`config.mk`:
```
export PLATFORM = sky130hd
export DESIGN_NAME = key_debounce_ctrl
export DESIGN_NICKNAME = d
export VERILOG_FILES = /design/src/rtl/key_debounce_ctrl.sv
export SDC_FILE = /design/constraint.sdc
export NUM_CORES = 1
export LEC_CHECK = 0
export CAP_MARGIN = 20
export CORE_MARGIN = 1.5
export CORE_UTILIZATION = 61
export CTS_CLUSTER_DIAMETER = 60
export DETAILED_ROUTE_END_ITERATION = 10
export HOLD_SLACK_MARGIN = 0.08
export PLACE_DENSITY_LB_ADDON = 0.1
export SETUP_SLACK_MARGIN = 0.02
export SLEW_MARGIN = 10
export SYNTH_ARGS = -nofsm -noshare
export SYNTH_HDL_FRONTEND = slang
export SYNTH_SLANG_ARGS = --single-unit
```
`constraint.sdc`:
```
create_clock -name EXTCLK -period 2.5 [get_ports EXTCLK]
set_input_delay 0.375 -clock EXTCLK [delete_from_list [all_inputs] [get_ports EXTCLK]]
set_output_delay 0.375 -clock EXTCLK [all_outputs]
set_load 0.005 [all_outputs]
```
`src/rtl/key_debounce_ctrl.sv`:
```
// -----------------------------------------------------------------------------
// key_debounce_ctrl
//
// Debounces KEY_COUNT independent active-low push buttons. Each channel has
// its own 2-flop synchronizer, four-state FSM, debounce counter and hold
// counter. The channels share nothing except the clock and reset.
//
// Ports
//   EXTCLK       in   1          system clock, rising edge only
//   RST          in   1          synchronous active-high reset
//   KEY          in   KEY_COUNT  raw buttons, 0 = pressed, asynchronous
//   key_level    out  KEY_COUNT  debounced state, 1 = pressed
//   key_press    out  KEY_COUNT  one-cycle pulse on an accepted press
//   key_release  out  KEY_COUNT  one-cycle pulse on an accepted release
//   key_long     out  KEY_COUNT  one-cycle pulse once a press is held
//                                LONG_CYCLES clocks
//   key_toggle   out  KEY_COUNT  inverts on every accepted press
//   o_state_dbg  out  2*KEY_COUNT  per-channel FSM state, channel g in
//                                bits [2*g+1:2*g] (IDLE=0, PRESS_WAIT=1,
//                                HELD=2, RELEASE_WAIT=3)
//
// Timing: a raw edge first sampled at clock edge N reaches the FSM at edge
// N+2 and is accepted at edge N+DEBOUNCE_CYCLES+2, so the corresponding
// pulse is visible in the cycle that follows that edge.
// -----------------------------------------------------------------------------
module key_debounce_ctrl #(
  parameter int KEY_COUNT       = 2,
  parameter int DEBOUNCE_CYCLES = 500000,
  parameter int LONG_CYCLES     = 50000000
) (
  input  logic                   EXTCLK,
  input  logic                   RST,
  input  logic [KEY_COUNT-1:0]   KEY,
  output logic [KEY_COUNT-1:0]   key_level,
  output logic [KEY_COUNT-1:0]   key_press,
  output logic [KEY_COUNT-1:0]   key_release,
  output logic [KEY_COUNT-1:0]   key_long,
  output logic [KEY_COUNT-1:0]   key_toggle,
  output logic [2*KEY_COUNT-1:0] o_state_dbg
);

  // Counter widths hold values 0..PARAM-1; never narrower than one bit.
  localparam int DB_W = (DEBOUNCE_CYCLES > 1) ? $clog2(DEBOUNCE_CYCLES) : 1;
  localparam int LG_W = (LONG_CYCLES > 1) ? $clog2(LONG_CYCLES) : 1;

  localparam logic [DB_W-1:0] DB_LAST = DB_W'(DEBOUNCE_CYCLES - 1);
  localparam logic [LG_W-1:0] LG_LAST = LG_W'(LONG_CYCLES - 1);
  localparam logic [LG_W-1:0] LG_ONE  = LG_W'(1);
  localparam logic [DB_W-1:0] DB_ONE  = DB_W'(1);

  typedef enum logic [1:0] {
    ST_IDLE         = 2'd0,
    ST_PRESS_WAIT   = 2'd1,
    ST_HELD         = 2'd2,
    ST_RELEASE_WAIT = 2'd3
  } state_t;

  // Synchronizer: invert first so that 1 means pressed from here on.
  logic [KEY_COUNT-1:0] r_sync_meta;
  logic [KEY_COUNT-1:0] r_sync;

  always_ff @(posedge EXTCLK) begin
    if (RST) begin
      r_sync_meta <= '0;
      r_sync      <= '0;
    end else begin
      r_sync_meta <= ~KEY;
      r_sync      <= r_sync_meta;
    end
  end

  for (genvar g = 0; g < KEY_COUNT; g++) begin : g_ch
    state_t          r_state;
    logic [DB_W-1:0] r_db_cnt;
    logic [LG_W-1:0] r_hold_cnt;
    logic            r_level;
    logic            r_press;
    logic            r_release;
    logic            r_long;
    logic            r_toggle;
    logic            w_sync;

    assign w_sync = r_sync[g];

    always_ff @(posedge EXTCLK) begin
      if (RST) begin
        r_state    <= ST_IDLE;
        r_db_cnt   <= '0;
        r_hold_cnt <= '0;
        r_level    <= 1'b0;
        r_press    <= 1'b0;
        r_release  <= 1'b0;
        r_long     <= 1'b0;
        r_toggle   <= 1'b0;
      end else begin
        // Event outputs are single-cycle pulses.
        r_press   <= 1'b0;
        r_release <= 1'b0;
        r_long    <= 1'b0;
        case (r_state)
          ST_IDLE: begin
            if (w_sync) begin
              r_state  <= ST_PRESS_WAIT;
              r_db_cnt <= '0;
            end
          end
          ST_PRESS_WAIT: begin
            if (!w_sync) begin
              r_state <= ST_IDLE;
            end else if (r_db_cnt == DB_LAST) begin
              r_state    <= ST_HELD;
              r_level    <= 1'b1;
              r_press    <= 1'b1;
              r_toggle   <= ~r_toggle;
              r_hold_cnt <= '0;
            end else begin
              r_db_cnt <= r_db_cnt + DB_ONE;
            end
          end
          ST_HELD: begin
            if (!w_sync) begin
              r_state  <= ST_RELEASE_WAIT;
              r_db_cnt <= '0;
            end else if (r_hold_cnt != LG_LAST) begin
              // Saturating count; the long pulse fires only on the step
              // that lands on the last value, so it can happen once per press.
              r_hold_cnt <= r_hold_cnt + LG_ONE;
              if (r_hold_cnt == LG_LAST - LG_ONE) begin
                r_long <= 1'b1;
              end
            end
          end
          ST_RELEASE_WAIT: begin
            if (w_sync) begin
              // Bounce during release: back to HELD, hold count kept.
              r_state <= ST_HELD;
            end else if (r_db_cnt == DB_LAST) begin
              r_state   <= ST_IDLE;
              r_level   <= 1'b0;
              r_release <= 1'b1;
            end else begin
              r_db_cnt <= r_db_cnt + DB_ONE;
            end
          end
          default: r_state <= ST_IDLE;
        endcase
      end
    end

    assign key_level[g]          = r_level;
    assign key_press[g]          = r_press;
    assign key_release[g]        = r_release;
    assign key_long[g]           = r_long;
    assign key_toggle[g]         = r_toggle;
    assign o_state_dbg[2*g +: 2] = r_state;
  end

endmodule

```
==> impl_summary.md, run 1 <==
CTS
The TritonCTS clock tree is built. After clock tree synthesis, the repair step resized 0 gates. For this design, the CTS-stage hold fixing added 0 buffers. The cell at the root of the clock tree is sky130_fd_sc_hd__clkbuf_8. The number of CTS-inserted buffers is 9. The maximum clock insertion buffer count is 2. The number of H-tree levels is 3. CTS saw 108 sinks.

The buffer count from post-CTS setup fixing is 0. Clock latency on the worst-skew pair, taken at its later pin, is 0.37 ns. The clock transition at the registers of the reported paths is 0.10 ns.

Logic synthesis
The number of nets in the synthesized netlist is 724. The number of distinct library cells after synthesis is 71. The synthesized design spends more area on one cell type than any other, namely sky130_fd_sc_hd__dfxtp_1. The gate count of the mapped netlist is 714. Of the post-synthesis cell area, the dominant cell type holds 36.4%. In this run, synthesis inferred 0 flip-flops with an integrated enable. By area the synthesized netlist is led by sky130_fd_sc_hd__dfxtp_1, sky130_fd_sc_hd__nand3_1, sky130_fd_sc_hd__nand2_1.

Synthesis inferred 108 register bits. The post-synthesis async set-or-reset flop share is 0%. The post-synthesis sequential area ratio is 36.4%.

The synthesized area per cell is 8.32 um2. For this run, the leading register cell type out of synthesis is sky130_fd_sc_hd__dfxtp_1. Yosys printed 0 warnings. The netlist area before placement is 5940 um2.

Drt
The routed layout has 5593 vias. The number of remaining DRC errors is 0. The number of nets still failing antenna checks after routing is 0.

The routed design has 13900 um of wire. The number of violations reported at the end of detailed-routing iteration 0 is 188. Dividing the detail-routed via count by the number of cells gives 6.57.

Dividing the detail-routed wire length by the instance count gives 16.3 um. The first detailed-routing pass took 4 iterations.

Run status
The run finished with clean final reports.

GRT
Global routing used 28.7% of the available tracks. Entering global routing, the biggest net connects 52 pins. The first-pass GRT wire length is 24200 um. The via count of the first global-routing pass is 5347.

The number of antenna violations at the first check in global routing is 0. The total global routing overflow is 0.

Cells and area
The number of filler cells placed in the layout is 811. Cells with a size suffix above 1 make up 7.89% of the layout. The utilization of the core after routing is 68.6%. Compared with the post-synthesis result, the final layout area differs by 7.73%.

After the last flow step, the layout net total stands at 727. The repair_antennas step left the layout with diodes totalling 0.

Floorplan
In this run the horizontal extent of the chip is 102 um. The total area inside the core boundary comes to 9330 um2. The height of the chip is 102 um. The die covers 10300 um2. After floorplanning, the core was divided into 35 placement rows. The initial core utilization is 63.7%. The number of placed I/O pins is 18.

STA
The transition at the pin with the smallest max-transition slack is 0.879 ns. Setup violations remaining at the end of the flow were counted as 0. Setup repair after global routing left no endpoint under its margin. The portion of the clock cycle consumed by the worst path in the final layout is 90.2%. The total count of max-transition violations in the final report is 0. The minimum clock period is 2.25 ns. The number of hold-slack violations in the final timing report came to 0.

The worst-case clock skew is 0.0104 ns. The final worst hold slack is 0.413 ns. Headroom to the max-slew limit came out at 41.1%.

For the final routed database, the setup TNS stands at 0 ns. Static timing analysis puts the maximum clock frequency at 444 MHz.

Worst setup path
The nature of the critical path startpoint is a register. The largest fanout of any net on the critical path is 12. In this run the critical register-to-register path is launched from g_ch[1].r_db_cnt[11]. The number of cell instances on the worst register-to-register path is 6.

The data arrival at the endpoint of the critical path is 2.53 ns. The endpoint of the lowest-slack register-to-register path is g_ch[1].r_hold_cnt[9]. The worst register-to-register path has a setup slack of 0.25 ns.

The type of the setup path with the least slack is register to register. The required time of the critical path is 2.77 ns. The capturing element type of the critical path is a register.

Worst hold path
The hold path startpoint is RST. The end point of the most critical hold path is g_ch[0].r_db_cnt[0]. The path class of the tightest hold or removal check is primary input to register.

Along the worst hold path, the cell count comes to 3.

Job
The tool flagged a number of max-cap violations equal to 0.

Power and ir drop
The relative contribution of sequential cells to total power is 59.5%. The static power due to leakage is 2.34 nW. Combinational logic is responsible for 3.7% of the overall power. The power share of the clock group is 36.8%. The maximum vdd ir drop is 0.000355 V. The total power divided by cell area is 457 nW/um2. Net switching is 22.8% of the power.

The net switching component of the power is 0.000668 W. The internal power summed over all cells is 0.00226 W.

Placed design
Detailed placement ended at an HPWL of 9570 um. At the end of routability-driven placement, the weighted congestion stood at 0.930. Buffers placed on the I/O ports in this run total 17.
state kept, by name, indices dropped and copies added (netlist names), named ones only:
name             count
r_sync               2
g_ch.r_db_cnt       38
r_sync_meta          2
g_ch.r_toggle        2
g_ch.r_level         2
g_ch.r_hold_cnt     52
g_ch.r_state         2
g_ch.r_long          2
g_ch.r_press         2
g_ch.r_release       2
cells in the mapped netlist, drive strengths merged (15+ instances only):
| master | number |
|---|---|
| o21ai | 21 |
| dfxtp | 108 |
| nor4 | 20 |
| nor3 | 23 |
| o31ai | 15 |
| or3 | 15 |
| inv | 18 |
| nand3 | 46 |
| or4 | 19 |
| a21oi | 39 |
| and4 | 15 |
| nand4 | 34 |
| nand2 | 59 |
| buf | 23 |
| a211o | 19 |
| and3 | 32 |
| clkbuf | 29 |
| nor2 | 36 |
final cells by class:
type                    instances  area (um2)  area share [%]
repair buffers                 44         368            5.75
clock inverters                 4        48.8           0.763
clock buffers                  12         145            2.27
flip-flops and latches        108        2160            33.8
inverters                      18        67.6            1.06
multi-input cells             536        3440            53.8
well taps                     129         161            2.52
routing by layer:
metal  track usage [%]  share of wire, %  up-vias
met1              36.1                45     2668
met3              4.49               5.0       20
met5                 0                 0        -
met4              10.3               1.6        0
li1                  -                 -     2738
met2              49.6                48      167
worst max-delay path: stages (launching register included):
cell	delay (ns)
sky130_fd_sc_hd__dfxtp_1	0.40
sky130_fd_sc_hd__nor4bb_1	0.58
sky130_fd_sc_hd__nand4_1	0.24
sky130_fd_sc_hd__and4bb_2	0.37
sky130_fd_sc_hd__nor3_1	0.05
sky130_fd_sc_hd__buf_4	0.21
sky130_fd_sc_hd__a211o_1	0.30
metrics by stage:
step	total power (W)	setup slack, ns	instances	area (um2)
final	0.00293	0.245	851	6400
after global routing	0.00303	0.0702	851	6400
after CTS	0.00295	0.0372	851	6400
after detailed placement	0.00189	0.0610	835	6200
after global placement	0.00188	0.167	835	6200
after floorplan	0.00185	0.269	714	5940
worst max path at each step:
| stage | from | slack [ns] | end | cells past startpoint |
|---|---|---|---|---|
| finish | g_ch[1].r_db_cnt[11] | 0.25 | g_ch[1].r_hold_cnt[9] | 6 |
| global route | g_ch[1].r_db_cnt[11] | 0.07 | g_ch[1].r_hold_cnt[20] | 6 |
| detailed placement | g_ch[0].r_hold_cnt[0] | 0.06 | g_ch[0].r_hold_cnt[2] | 6 |
| CTS | g_ch[0].r_hold_cnt[0] | 0.04 | g_ch[0].r_hold_cnt[2] | 6 |
| floorplan | g_ch[0].r_db_cnt[0] | 0.27 | g_ch[0].r_hold_cnt[10] | 7 |
| global placement | g_ch[0].r_hold_cnt[0] | 0.17 | g_ch[0].r_hold_cnt[2] | 6 |
power by group through the flow:
stage | registers (W) | logic (W) | clock network, W
after global routing | 0.00174 | 0.000118 | 0.00116
after global placement | 0.00178 | 0.000104 | 0
final | 0.00174 | 0.000107 | 0.00108
after CTS | 0.00174 | 0.000107 | 0.00111
after floorplan | 0.00177 | 0.0000765 | 0
after detailed placement | 0.00178 | 0.000107 | 0
cells by family (layout without fill, tap and decap cells):
family,after synthesis,after routing,share of synthesized area (%)
buffers and inverters,70,78,5.60
muxes,9,9,1.52
DFF,108,108,36.4
adders and majority gates,6,6,1.26
and+or+nand+nor,343,343,33.2
AOI/OAI and AO/OA,167,167,20.4
xor gates and xnor gates,11,11,1.62
cell usage in the layout (no fill, tap or decap), types with 6 or more instances in the layout:
master and instances:
sky130_fd_sc_hd__a211o_1 19, sky130_fd_sc_hd__xnor2_1 6, sky130_fd_sc_hd__o31ai_1 15, sky130_fd_sc_hd__o41ai_1 7
sky130_fd_sc_hd__a31oi_1 6, sky130_fd_sc_hd__o2111ai_1 6, sky130_fd_sc_hd__mux2i_1 9, sky130_fd_sc_hd__nor4_1 19
sky130_fd_sc_hd__inv_1 17, sky130_fd_sc_hd__o211ai_1 7, sky130_fd_sc_hd__o21ai_1 7, sky130_fd_sc_hd__ha_1 6
sky130_fd_sc_hd__nor2_1 36, sky130_fd_sc_hd__nand2_1 59, sky130_fd_sc_hd__dfxtp_1 108, sky130_fd_sc_hd__a21o_1 11
sky130_fd_sc_hd__or3_1 15, sky130_fd_sc_hd__nand4_1 33, sky130_fd_sc_hd__nand2b_1 6, sky130_fd_sc_hd__clkdlybuf4s50_1 16
sky130_fd_sc_hd__or4_1 17, sky130_fd_sc_hd__buf_4 27, sky130_fd_sc_hd__nor3_1 23, sky130_fd_sc_hd__and3_1 31
sky130_fd_sc_hd__o21ai_0 13, sky130_fd_sc_hd__nand3_1 46, sky130_fd_sc_hd__and2_1 11, sky130_fd_sc_hd__and4_1 15
sky130_fd_sc_hd__a21oi_1 39, sky130_fd_sc_hd__clkbuf_8 10
Power figures use the tool's default switching activity.
==> run 2, diff against run 1 <==
--- a/config.mk
+++ b/config.mk
@@ -12,6 +12,7 @@
 export DETAILED_ROUTE_END_ITERATION = 10
 export HOLD_SLACK_MARGIN = 0.08
 export PLACE_DENSITY_LB_ADDON = 0.1
+export RECOVER_POWER = 100
 export SETUP_SLACK_MARGIN = 0.02
 export SLEW_MARGIN = 10
 export SYNTH_ARGS = -nofsm -noshare
==> impl_summary.md, run 2 (synthesized netlist as in run 1, its figures left out) <==
Cells and area
The final standard cell area without fillers was 6340 um2 (-0.82%). The area growth from synthesis to layout is 6.85%. The fraction of layout cells with a size suffix above 1 is 6.65% (-1.2 points). In the layout the commonest cells are sky130_fd_sc_hd__dfxtp_1, sky130_fd_sc_hd__nand2_1, sky130_fd_sc_hd__nand3_1. The commonest non-fill, non-tap cell in the layout is sky130_fd_sc_hd__dfxtp_1. The register with the most flip-flops in the final layout is g_ch.r_hold_cnt. The total number of nets in the final design was 727 (unchanged). The largest registers in the layout are g_ch.r_hold_cnt x52, g_ch.r_db_cnt x38. The number of flip-flops under the largest register name is 52 (unchanged).

The antenna diode count is 0 (unchanged).

STA
The minimum clock period is 2.35 ns (+0.0967 ns). The setup total negative slack is 0 ns (unchanged). Setup repair after global routing left no endpoint under its margin. The highest attainable clock frequency is 425 MHz (-4.1%). The portion of the clock cycle consumed by the worst path in the final layout is 94.1% (+3.9 points). The total count of max-transition violations in the final report is 0 (unchanged).

The number of hold-slack violations in the final timing report is 0 (unchanged). The transition at the pin with the smallest max-transition slack is 1.05 ns (+0.170 ns). The worst relative slew slack was 30.0% (-11 points). The setup slack of the critical path after layout came to 0.149 ns (-0.0967 ns). The total setup violations reported at the end of the flow is 0 (unchanged). The worst-case clock skew came to 0.00945 ns (-0.000955 ns).

Drt
The total vias in the final route is 5601 (+0.14%). The count of TritonRoute iterations in the first routing pass is 5 (+1). The routed wirelength normalized by instance count is 16.3 um (-0.24%). The number of nets still failing antenna checks after routing was 0 (unchanged). The number of violations reported at the end of detailed-routing iteration 0 is 213 (+13%). The number of remaining DRC errors is 0 (unchanged). The via-per-instance ratio came to 6.58 (+0.14%). The routed wire length was 13900 um (-0.24%).

CTS
The TritonCTS clock tree is built. The clock latency on the worst-skew pair was 0.37 ns (about the same). The number of H-tree levels is 3 (unchanged).

The number of hold buffers added after cts is 0 (unchanged). The number of gates given a new drive strength after cts came to 0 (unchanged). The buffer count from post-CTS setup fixing came to 0 (unchanged). The number of clock sinks seen by CTS is 108 (unchanged). The maximum clock insertion buffer count is 2 (unchanged). The clock transition at the registers of the reported paths is 0.10 ns (about the same). The number of CTS-inserted buffers is 9 (unchanged). The cell at the root of the clock tree is sky130_fd_sc_hd__clkbuf_8.

Placed design
The final HPWL from detailed placement came to 9570 um (unchanged). The worst-case setup slack after placement is 0.0610 ns (unchanged). The total placed instance area was 6200 um2 (unchanged). The count of input and output buffers came to 17 (unchanged). The placer congestion estimate is 0.930 (unchanged).

Floorplan
The number of rows created at floorplan was 35 (unchanged). The core outline area is 9330 um2 (unchanged). The height of the chip is 102 um (unchanged).

The number of placed I/O pins came to 18 (unchanged). The die area was 10300 um2 (unchanged). The x dimension of the die is 102 um (unchanged). The initial core utilization was 63.7% (unchanged).

GRT
The via count of the first global-routing pass is 5347 (unchanged). The total global routing overflow is 0 (unchanged). The global-route total usage across every layer is 28.7% (unchanged). The maximum number of pins on one net before global-route repair came to 52 (unchanged). The number of antenna violations at the first check in global routing was 0 (unchanged).

The first-pass GRT wire length is 24200 um (unchanged).

Power and ir drop
The total power divided by cell area is 459 nW/um2 (+0.41%). The maximum vdd ir drop is 0.000353 V (-0.60%). The static power due to leakage is 2.37 nW (+1.2%).

Worst setup path
The endpoint of the lowest-slack register-to-register path is g_ch[0].r_hold_cnt[10]. The startpoint of the most critical setup path is g_ch[0].r_state[0]. The critical path ends at g_ch[0].r_hold_cnt[10].

The number of cell instances on the worst register-to-register path was 6 (unchanged). The launching point of the worst reg2reg path is g_ch[0].r_state[0]. STA classifies the critical path endpoint as a register. The worst reg-to-reg setup slack is 0.15 ns (-0.10 ns). The required time of the critical path came to 2.76 ns (about the same). The largest fanout of any net on the critical path was 23 (+11). STA classifies the critical path startpoint as a register. The type of the setup path with the least slack is register to register.

The data arrival at the endpoint of the critical path is 2.61 ns (+0.08 ns).

Worst hold path
The worst hold-check path type is primary input to register. In this run the most critical hold path is launched from RST.

Run status
The run finished with clean final reports.

Job
The count of max-cap constraint violations is 0 (unchanged).
==> run 2: changes by cell type in the layout (fill, tap and decap cells not counted), sizes merged <==
cell / previous run / this run
buf: 28 / 19
clkbuf: 12 / 21
clkdlybuf4s50: 16 / 3
dlygate4sd3: 0 / 13
==> run 2: worst min path at each step <==
stage	endpoint	slack (ns)	depth (start not counted)
6_report	g_ch[0].r_db_cnt[0]	0.45	3
5_1_grt	g_ch[0].r_db_cnt[0]	0.47	3
4_1_cts	g_ch[0].r_db_cnt[0]	0.41	3
3_5_place_dp	r_sync[1]	0.43	1
3_3_place_gp	r_sync[1]	0.42	1
2_1_floorplan	r_sync[0]	0.41	1
==> run 2: cell type report <==
| cell class | instances | area [um2] |
|---|---|---|
| Inverter | 18 | 67.6 |
| Multi-Input combinational cell | 536 | 3420 |
| Sequential cell | 108 | 2160 |
| Fill cell | 828 | 2980 |
| Timing Repair Buffer | 44 | 340 |
| Clock buffer | 12 | 145 |
| Clock inverter | 4 | 48.8 |
| Tap cell | 129 | 161 |
==> run 2: critical path, stage by stage, from the launching register on <==
cell	delay, ns
sky130_fd_sc_hd__dfxtp_1	0.45
sky130_fd_sc_hd__clkbuf_1	0.37
sky130_fd_sc_hd__inv_1	0.30
sky130_fd_sc_hd__and3_1	0.28
sky130_fd_sc_hd__clkbuf_2	0.30
sky130_fd_sc_hd__and3_1	0.28
sky130_fd_sc_hd__a211o_1	0.25
==> run 2: report_power, final <==
part           leakage, nW  internal, W  switching (W)
Sequential           0.871      0.00173      0.0000122
Clock                0.100     0.000491       0.000581
Combinational         1.39    0.0000343      0.0000677
==> run 2: routing by layer <==
metal / vias up / wire length (um) / global-route usage [%]
met3: 20 / 616 / 4.49
met4: 0 / 220 / 10.3
met1: 2711 / 6230 / 36.1
met5: - / 0 / 0
li1: 2735 / - / -
met2: 135 / 6800 / 49.6
==> run 2: per-stage QoR <==
step	utilization, %	cells	power [W]	hold WS, ns
after detailed placement	66.5	835	0.00189	0.430
after floorplan	-	714	0.00185	0.414
after global placement	66.5	835	0.00188	0.423
after CTS	68.6	851	0.00295	0.407
final	68.0	851	0.00291	0.449
after global routing	68.0	851	0.00302	0.473
==> run 3, diff against run 2 <==
--- a/config.mk
+++ b/config.mk
@@ -7,7 +7,7 @@
 export LEC_CHECK = 0
 export CAP_MARGIN = 20
 export CORE_MARGIN = 1.5
-export CORE_UTILIZATION = 61
+export CORE_UTILIZATION = 30
 export CTS_CLUSTER_DIAMETER = 60
 export DETAILED_ROUTE_END_ITERATION = 10
 export HOLD_SLACK_MARGIN = 0.08
==> constraint.sdc (replaced) <==
create_clock -name EXTCLK -period 2.05 [get_ports EXTCLK]
set_input_delay 0.3075 -clock EXTCLK [delete_from_list [all_inputs] [get_ports EXTCLK]]
set_output_delay 0.3075 -clock EXTCLK [all_outputs]
set_load 0.005 [all_outputs]
==> impl_summary.md, run 3 (synthesized netlist as in run 1, its figures left out) <==
Cells and area
The number of filler cells placed in the layout is 1996 (+140%). The total number of nets in the final design came to 813 (+12%). Leaving out fill and tap cells, the most frequent cells in the layout are sky130_fd_sc_hd__dfxtp_1, sky130_fd_sc_hd__buf_4, sky130_fd_sc_hd__nand2_1. The number of standard cells in the final layout excluding fillers came to 1073 (+26%).

The utilization of the core after routing is 39.3% (-29 points). The number of flip-flops under the largest register name is 52 (unchanged). The commonest non-fill, non-tap cell in the layout is sky130_fd_sc_hd__dfxtp_1.

The register with the most flip-flops is g_ch.r_hold_cnt. The antenna diode count is 0 (unchanged). The area growth from synthesis to layout is 28.8%. The fraction of layout cells with a size suffix above 1 came to 22.3% (+16 points).

The largest registers in the layout are g_ch.r_hold_cnt x52, g_ch.r_db_cnt x38.

Drt
The count of TritonRoute iterations in the first routing pass is 5 (unchanged). The via-per-instance ratio came to 5.54 (-16%). The number of violations reported at the end of detailed-routing iteration 0 is 513 (+140%). The total vias in the final route is 5948 (+6.2%).

The number of remaining DRC errors is 0 (unchanged). The number of nets still failing antenna checks after routing is 0 (unchanged). The routed wirelength normalized by instance count was 16.5 um (+1.3%).

The routed wire length is 17700 um (+28%).

Run status
The flow ran to the end, and the final reports show no timing, DRC or antenna violations.

Power and ir drop
The net switching component of the power is 0.000943 W (+43%). The total power divided by cell area is 539 nW/um2 (+17%). The combinational fraction of design power is 4.0% (+0.5 points). The power share of the clock group was 44.7% (+7.9 points). The proportion of total power due to net switching is 22.9% (+0.18 points). The relative contribution of sequential cells to total power is 51.3% (-8.4 points). The maximum vdd ir drop was 0.000377 V (+6.7%).

The internal power summed over all cells was 0.00318 W (+41%). The static power due to leakage came to 2.91 nW (+23%).

Floorplan
The height of the chip came to 144 um (+41%). The number of rows created at floorplan is 51 (+46%). The x dimension of the die was 144 um (+41%). The initial core utilization is 30.5% (-33 points). The die area is 20600 um2 (+100%). The number of placed I/O pins is 18 (unchanged). The core outline area is 19500 um2 (+110%).

Worst hold path
The hold path startpoint is RST. The cell depth of the worst hold path is 3 (unchanged). The min-delay analysis places its worst path in the category primary input to register. The worst hold path terminates at r_sync_meta[0].

Worst setup path
The data arrival at the endpoint of the critical path is 2.28 ns (-0.33 ns). The required time of the critical path came to 2.31 ns (-0.45 ns). The highest cell delay on the worst timing path is 0.53 ns (+0.08 ns). The most frequent cell on the critical path is sky130_fd_sc_hd__or4_4. The launching point of the worst reg2reg path is g_ch[1].r_db_cnt[5]. STA classifies the critical path startpoint as a register. The capturing element type of the critical path is a register.

The number of cell instances on the worst register-to-register path is 6 (unchanged). The endpoint identified for the worst register-to-register timing path is g_ch[1].r_db_cnt[11]. The critical path in this run is classified as register to register.

Walking the worst path, the cells encountered are or4_4 -> or4_4 -> o21ai_4 -> buf_12 -> nor3_2 -> o21a_1. The largest fanout of any net on the critical path is 14 (-39%). The worst reg-to-reg setup slack is 0.03 ns (-0.12 ns).

On the critical path, the stage with the largest delay is an instance of sky130_fd_sc_hd__or4_4.

CTS
The number of H-tree levels was 3 (unchanged). The TritonCTS clock tree is built. The number of clock sinks seen by CTS is 108 (unchanged). The clock transition at the registers of the reported paths is 0.07 ns (-0.03 ns).

The cell at the root of the clock tree is sky130_fd_sc_hd__clkbuf_16. The clock latency on the worst-skew pair is 0.36 ns (about the same). The maximum clock insertion buffer count was 2 (unchanged). The number of hold buffers added after cts is 0 (unchanged). The number of CTS-inserted buffers came to 9 (unchanged).

Placed design
The placer congestion estimate is 0.884 (-4.9%). The number of placed instances, taps included is 1039 (+24%). The final HPWL from detailed placement is 11800 um (+23%). The count of input and output buffers was 17 (unchanged).

STA
The number of hold-slack violations in the final timing report is 0 (unchanged). Setup repair after global routing could not meet its margin everywhere. The transition at the pin with the smallest max-transition slack is 0.556 ns (-0.493 ns). The highest attainable clock frequency came to 495 MHz (+16%). The minimum clock period is 2.02 ns (-0.330 ns). The worst-case clock skew was 0.00936 ns (-0.0000902 ns).

The total count of max-transition violations in the final report was 0 (unchanged). The portion of the clock cycle consumed by the worst path in the final layout is 98.6% (+4.6 points). The total setup violations reported at the end of the flow is 0 (unchanged). The worst relative slew slack was 62.9% (+33 points).

GRT
The number of antenna violations at the first check in global routing came to 0 (unchanged). The maximum number of pins on one net before global-route repair was 52 (unchanged). The via count of the first global-routing pass came to 5743 (+7.4%).

The total global routing overflow is 0 (unchanged). The first-pass GRT wire length was 28700 um (+19%). The global-route total usage across every layer came to 17.4% (-11 points).

Job
The count of max-cap constraint violations came to 0 (unchanged).
## run 3: changes by cell type in the layout (fill, tap and decap cells not counted), moves of 8 or more
cell,previous run,this run
sky130_fd_sc_hd__buf_4,19,93
sky130_fd_sc_hd__dfxtp_1,108,94
sky130_fd_sc_hd__dfxtp_2,0,14
sky130_fd_sc_hd__clkbuf_16,0,12
sky130_fd_sc_hd__clkbuf_8,10,2
## run 3: routing by layer
metal,GRT usage (%),routed length (um),vias up
met5,0,0,-
met4,6.61,359,0
met3,3.30,619,29
met2,29.6,8620,117
met1,21.8,8110,2883
li1,-,-,2919
## run 3: critical path, delay by kind of cell, from the launching register on
| family | cells | cell delay (ns) |
|---|---|---|
| simple gates | 3 | 1.08 |
| compound gates | 2 | 0.36 |
| buf+inv | 1 | 0.16 |
| flops | 1 | 0.32 |
## run 3: power groups by stage
stage               Sequential (W)  Clock (W)  Combinational (W)
global placement           0.00217          0           0.000153
finish                     0.00212    0.00184           0.000166
global route               0.00212    0.00200           0.000181
detailed placement         0.00217          0           0.000156
floorplan                  0.00216          0          0.0000976
CTS                        0.00212    0.00191           0.000165
## run 3: how the worst max path moves through the flow
stage               depth (start not counted)             startpoint  slack [ns]                     end
finish                                      6    g_ch[1].r_db_cnt[5]        0.03    g_ch[1].r_db_cnt[11]
global placement                            5   g_ch[0].r_db_cnt[11]       -0.05  g_ch[0].r_hold_cnt[25]
floorplan                                   7    g_ch[1].r_db_cnt[5]     -0.0001    g_ch[1].r_db_cnt[11]
CTS                                         7  g_ch[0].r_hold_cnt[0]       0.002  g_ch[0].r_hold_cnt[18]
detailed placement                          5   g_ch[0].r_db_cnt[11]       -0.14  g_ch[0].r_hold_cnt[10]
global route                                6    g_ch[1].r_db_cnt[5]       -0.01    g_ch[1].r_db_cnt[11]
## run 3: area by class of cell
cell class	instances	area [um2]	area share, %
Clock buffer	12	256	3.35
Clock inverter	4	47.5	0.621
Inverter	18	67.6	0.883
Multi-Input combinational cell	539	3690	48.2
Sequential cell	108	2180	28.5
Tap cell	265	332	4.33
Timing Repair Buffer	127	1080	14.1
## run 3: what timing repair did
action / in CTS / in global routing
setup buffers: 2 / 8
setup endpoints to repair: 41 / 61
gates cloned: 2 / 6
resized for setup: 7 / 43
pin swaps: 5 / 15
## run 3: metrics by stage
step | setup slack (ns) | area (um2) | total power [W] | TNS [ns] | hold WS, ns
finish | 0.0282 | 7650 | 0.00413 | 0 | 0.438
detailed placement | -0.138 | 6970 | 0.00232 | -1.78 | 0.449
global route | -0.00993 | 7650 | 0.00430 | -0.0370 | 0.467
global placement | -0.0470 | 6970 | 0.00232 | -0.234 | 0.444
CTS | 0.00195 | 7360 | 0.00419 | 0 | 0.417
floorplan | -0.000141 | 6020 | 0.00226 | -0.000141 | 0.374
